`config.mk`:
```
export PLATFORM = sky130hd
export DESIGN_NAME = dm_arbiter
export DESIGN_NICKNAME = d
export VERILOG_FILES = /design/src/rtl/dm_arbiter_pkg.sv /design/src/rtl/dm_arbiter.sv
export SDC_FILE = /design/constraint.sdc
export NUM_CORES = 1
export LEC_CHECK = 0
export ABC_AREA = 1
export ABC_CLOCK_PERIOD_IN_PS = 3700
export CAP_MARGIN = 5
export CORE_AREA = 2 2 121 123
export DETAILED_ROUTE_END_ITERATION = 10
export DIE_AREA = 0 0 123 125
export PLACE_DENSITY = 0.8
export SYNTH_ARGS = -nofsm -noshare
export SYNTH_HDL_FRONTEND = slang
export SYNTH_SLANG_ARGS = --single-unit
export TNS_END_PERCENT = 5
```
`constraint.sdc`:
```
create_clock -name clk -period 3.7 [get_ports clk]
set_input_delay 1.11 -clock clk [delete_from_list [all_inputs] [get_ports clk]]
set_output_delay 1.11 -clock clk [all_outputs]
set_load 0.02 [all_outputs]
```
`src/rtl/dm_arbiter_pkg.sv`:
```
// Shared data-memory definitions: access op codes, winner tags and the
// alignment mask used by both dm and dm_arbiter.
package dm_arbiter_pkg;

    typedef enum logic [2:0] {
        DM_OP_WD = 3'd0,
        DM_OP_BS = 3'd1,
        DM_OP_BU = 3'd2,
        DM_OP_HS = 3'd3,
        DM_OP_HU = 3'd4
    } dm_op_e;

    typedef enum logic {
        WIN_A = 1'b0,
        WIN_B = 1'b1
    } winner_e;

    // Low address bits that must be zero for the given op.
    function automatic logic [1:0] dm_align_mask(input logic [2:0] op);
        case (op)
            DM_OP_WD:           return 2'b11;
            DM_OP_HS, DM_OP_HU: return 2'b01;
            default:            return 2'b00;
        endcase
    endfunction

endpackage

```
`src/rtl/dm_arbiter.sv`:
```
// Two-port arbiter for the data memory: fixed priority to port A with a
// starvation guard for port B, misalignment rejection and registered responses.
module dm_arbiter
    import dm_arbiter_pkg::*;
#(
    parameter int unsigned STARVE_LIMIT = 4,
    parameter int unsigned CNT_W        = 4
) (
    input  logic        clk,
    input  logic        rst,
    input  logic        a_valid,
    input  logic        a_we,
    input  logic [31:0] a_addr,
    input  logic [31:0] a_wdata,
    input  logic [2:0]  a_op,
    output logic        a_ready,
    output logic        a_rvalid,
    output logic [31:0] a_rdata,
    output logic        a_err,
    input  logic        b_valid,
    input  logic        b_we,
    input  logic [31:0] b_addr,
    input  logic [31:0] b_wdata,
    input  logic [2:0]  b_op,
    output logic        b_ready,
    output logic        b_rvalid,
    output logic [31:0] b_rdata,
    output logic        b_err,
    output logic        dm_w,
    output logic        dm_r,
    output logic [31:0] dm_addr,
    output logic [31:0] dm_wdata,
    output logic [2:0]  dm_op,
    input  logic [31:0] dm_rdata
);

    localparam logic [CNT_W-1:0] LP_LIMIT = CNT_W'(STARVE_LIMIT);

    logic             w_grant_a;
    logic             w_grant_b;
    logic             w_grant;
    logic             w_we;
    logic [31:0]      w_addr;
    logic [31:0]      w_wdata;
    logic [2:0]       w_op;
    logic             w_misaligned;

    logic [CNT_W-1:0] r_starve_cnt;
    winner_e          r_last_winner;
    logic             r_rsp_valid;
    logic [31:0]      r_a_rdata;
    logic [31:0]      r_b_rdata;
    logic             r_a_err;
    logic             r_b_err;

    always_comb begin
        w_grant_a = 1'b0;
        w_grant_b = 1'b0;
        if (!rst) begin
            if (a_valid && b_valid) begin
                if (r_starve_cnt >= LP_LIMIT) w_grant_b = 1'b1;
                else                          w_grant_a = 1'b1;
            end else if (a_valid) begin
                w_grant_a = 1'b1;
            end else if (b_valid) begin
                w_grant_b = 1'b1;
            end
        end
    end

    always_comb begin
        w_we    = 1'b0;
        w_addr  = '0;
        w_wdata = '0;
        w_op    = '0;
        if (w_grant_a) begin
            w_we    = a_we;
            w_addr  = a_addr;
            w_wdata = a_wdata;
            w_op    = a_op;
        end else if (w_grant_b) begin
            w_we    = b_we;
            w_addr  = b_addr;
            w_wdata = b_wdata;
            w_op    = b_op;
        end
        w_grant      = w_grant_a | w_grant_b;
        // A misaligned winner is still accepted, but never touches memory.
        w_misaligned = |(w_addr[1:0] & dm_align_mask(w_op));
        a_ready      = w_grant_a;
        b_ready      = w_grant_b;
        dm_w         = w_grant &  w_we & ~w_misaligned;
        dm_r         = w_grant & ~w_we & ~w_misaligned;
        dm_addr      = w_addr;
        dm_wdata     = w_wdata;
        dm_op        = w_op;
    end

    always_ff @(posedge clk or posedge rst) begin
        if (rst) begin
            r_starve_cnt  <= '0;
            r_last_winner <= WIN_A;
            r_rsp_valid   <= 1'b0;
            r_a_rdata     <= '0;
            r_b_rdata     <= '0;
            r_a_err       <= 1'b0;
            r_b_err       <= 1'b0;
        end else begin
            r_rsp_valid <= w_grant;
            if (w_grant) r_last_winner <= w_grant_b ? WIN_B : WIN_A;

            if (w_grant_a) begin
                r_a_err <= w_misaligned;
                if (!w_misaligned && !w_we) r_a_rdata <= dm_rdata;
            end
            if (w_grant_b) begin
                r_b_err <= w_misaligned;
                if (!w_misaligned && !w_we) r_b_rdata <= dm_rdata;
            end

            if (b_valid && !w_grant_b) begin
                if (r_starve_cnt != '1) r_starve_cnt <= r_starve_cnt + CNT_W'(1);
            end else begin
                r_starve_cnt <= '0;
            end
        end
    end

    // One shared response strobe, steered by the port that won last cycle.
    assign a_rvalid = r_rsp_valid && (r_last_winner == WIN_A);
    assign b_rvalid = r_rsp_valid && (r_last_winner == WIN_B);
    assign a_rdata  = r_a_rdata;
    assign b_rdata  = r_b_rdata;
    assign a_err    = r_a_err;
    assign b_err    = r_b_err;

endmodule

```
==> metrics <==
Peak Freq 277 MHz; Final setup viols 0; worst-case clock buffer depth 2; share of final-layout standard cells stronger than drive strength 1 11.3%; Syn Std Cell Area 3780 sq um; max-slew violation count 0; worst-path fanout max 16; quantity of I/O buffers inserted on ports 310; total half-perimeter wirelength after legalization and detailed placement 13.1 mm; maximum number of pins on one net before global-route repair 67; Synth top cells by count 149 x nand2_1, 72 x dfrtp_1, 66 x nand4_1, 63 x a22o_1, 16 x buf_2; worst hold path class register to register; proportion of synthesized area in mux cells 0%; number of hold violations in the final report 0; setup repair after global routing missed its margin false; Power Dens Cells 453 nW/um^2; worst path setup slack after routing 0.0929 ns; syn_nets 612; Most used DFF post-synth dfrtp_1; number of antenna violations at the first check in global routing 1; gate count after technology mapping 439; insertion delay to the later sink of the worst-skew pair 0.33 ns; Yosys warning count 0; worst slack at placement -0.618 ns; critical path required time 2.59 ns; violation count after the first detailed-route iteration 283; Final period util 97.5%; first-pass iteration count of the detailed router 4; Synth Area in Compound Gates 15.9%; element type at the critical path end output port; sequential cell area fraction in the yosys report 47.6%; flip-flop and latch count after synthesis 72; GRT Util Overall 21.5%; Routed Wire Length 16.7 mm; std cell rows 44; Antenna Violating Nets Remaining 0; final total negative setup slack 0 ns; post-detailed-route DRC marker count 0; CP startpoint a_valid; worst-case clock skew 0.00561 ns; Synth cell types 24; TritonCTS clock tree built; routability congestion estimate 0.890; fraction of the mapped netlist area in simple logic gates 29.5%; Std-Cell Core Area 14200 sq um; die span in x 123 microns; number of vias per cell after detailed routing 4.82; # IOs 311; ranking of synthesized cells by area dfrtp_1 48%, nand2_1 15%, a22o_1 15%; cell chosen for the clock root clkbuf_16; final-stage net count 922; total of max-cap violations 0; average wire per cell in the routed design 17.7 microns; xor and xnor area share after synthesis 0.231%; Lkg Pwr 0.00357 uW; main combinational cell family by area after synthesis simple AND/OR/NAND/NOR gates; Worst Min Path Start b_rdata[12]$_DFFE_PP0P_; number of buffers inserted by hold repair at cts 0; reg-to-reg critical path startpoint r_starve_cnt[3]$_DFFE_PP0P_; critical path launch point type input port; data arrival time at the worst-slack endpoint 2.50 ns; peak ir drop on the vdd network 0.199 mV; number of enable-type register cells in the synthesized netlist 0; transition at the pin with the smallest max-transition slack 0.666 ns; Num CTS Buffers 9; register clock-pin slew on the reported worst setup and hold paths 0.06 ns; result of the run finished, final reports clean; Final Util 53.0%; Adder-Cell Fraction of Synth Area 0.331%; first-pass GRT wire length 25.3 mm; total via count in the routed design 4523; per-instance average area after synthesis 8.62 sq um; Yosys top cell area share 47.6%; Initial Util 26.6%; cell with the most instances after synthesis nand2_1; overflow left after global routing 0; type of the worst setup path input port to output port; die extent in y 125 microns; number of clock sinks seen by CTS 72; share of async-settable or async-resettable flops after synthesis 100%; total number of H-tree levels 3; cell accounting for the most synthesized area dfrtp_1; layout overhead on the synthesized area 98.8%; Max-Slew Margin vs Limit 55.6%; vias in the first global route 4390; overall die area 15400 sq um; Filler cells 1323; post-layout minimum cycle time 3.61 ns
==> critical path: stages <==
cell and delay (ns):
dlygate4sd2_1 0.26, inv_1 0.10, nor2_4 0.06, nand2_2 0.10, clkinv_4 0.11, bufbuf_16 0.30, a22o_1 0.20, clkdlybuf4s15_2 0.25
==> metrics by stage <==
step	total power (uW)	area [sq um]	instances	hold WS [ns]
floorplan	1690	3780	439	0.493
global placement	2470	7160	921	0.462
detailed placement	2490	7160	921	0.465
CTS	3440	7510	938	0.481
global route	3580	7520	939	0.491
finish	3410	7520	939	0.477
==> cell type report <==
type	instances	area (sq um)	share of cell area [%]
repair buffers	339	3350	44.6
flip-flops and latches	72	1800	24.0
multi-input cells	315	1750	23.3
clock buffers	10	239	3.18
well taps	184	230	3.06
clock inverters	6	90.1	1.20
inverters	12	52.6	0.699
diodes	1	2.50	0.0333
==> flip-flops by register name (all words and copies together), names as in the netlist <==
| register | count |
|---|---|
| r_last_winner | 1 |
| r_starve_cnt | 4 |
| a_rdata | 32 |
| b_err | 1 |
| b_rdata | 32 |
| a_err | 1 |
| r_rsp_valid | 1 |
==> logic make-up (layout without fill, tap and decap cells) <==
group                      after synthesis  after routing
AOI/OAI and AO/OA                       70             70
DFF                                     72             72
other                                    0              1
and+or+nand+nor                        243            243
xor gates and xnor gates                 1              1
buffers and inverters                   52            367
adders and majority gates                1              1
==> where the power goes <==
part           internal [uW]  switching, uW  total, uW
sequential               974            107       1080
combinational            680            693       1370
clock                    611            341        952
==> cell usage in the layout, fill, tap and decap left out, types with 3 or more instances in the layout <==
cell             count
nand2_2              4
clkbuf_16            9
clkdlybuf4s15_1     14
nand2_1            148
dlygate4sd2_1       34
inv_2                4
clkdlybuf4s50_1    238
inv_1                6
nand4_1             66
a21oi_1              3
nor2_1               9
nand3_1             11
clkdlybuf4s15_2      8
buf_4               36
a22o_1              63
dfrtp_1             72
buf_12               5
==> per-layer routing <==
metal	up-vias	global-route usage, %	part of all wire [%]
met3	37	4.56	6.7
met2	215	34.8	49
met1	2081	27.2	40
met5	-	0	0
li1	2190	-	-
met4	0	10.3	4.4
==> repair_timing <==
item | 4_1_cts | 5_1_grt
setup endpoints to repair | 69 | 1
pin swaps | 3 | 0
cloned | 1 | 0
resized for setup | 103 | 2
setup buffers | 0 | 0
==> path summary, 6_finish.rpt <==
kind,to,slack [ns],cells after the start
setup / recovery,dm_addr[13],0.09,8
hold / removal,b_rdata[12]$_DFFE_PP0P_,0.48,2
setup reg to reg,b_rdata[21]$_DFFE_PP0P_,1.27,11
hold reg to reg,b_rdata[12]$_DFFE_PP0P_,0.48,2
max in group asynchronous,a_rdata[10]$_DFFE_PP0P_,2.08,3
min in group asynchronous,r_starve_cnt[2]$_DFFE_PP0P_,1.05,2
(Power assumes the default switching activity.)
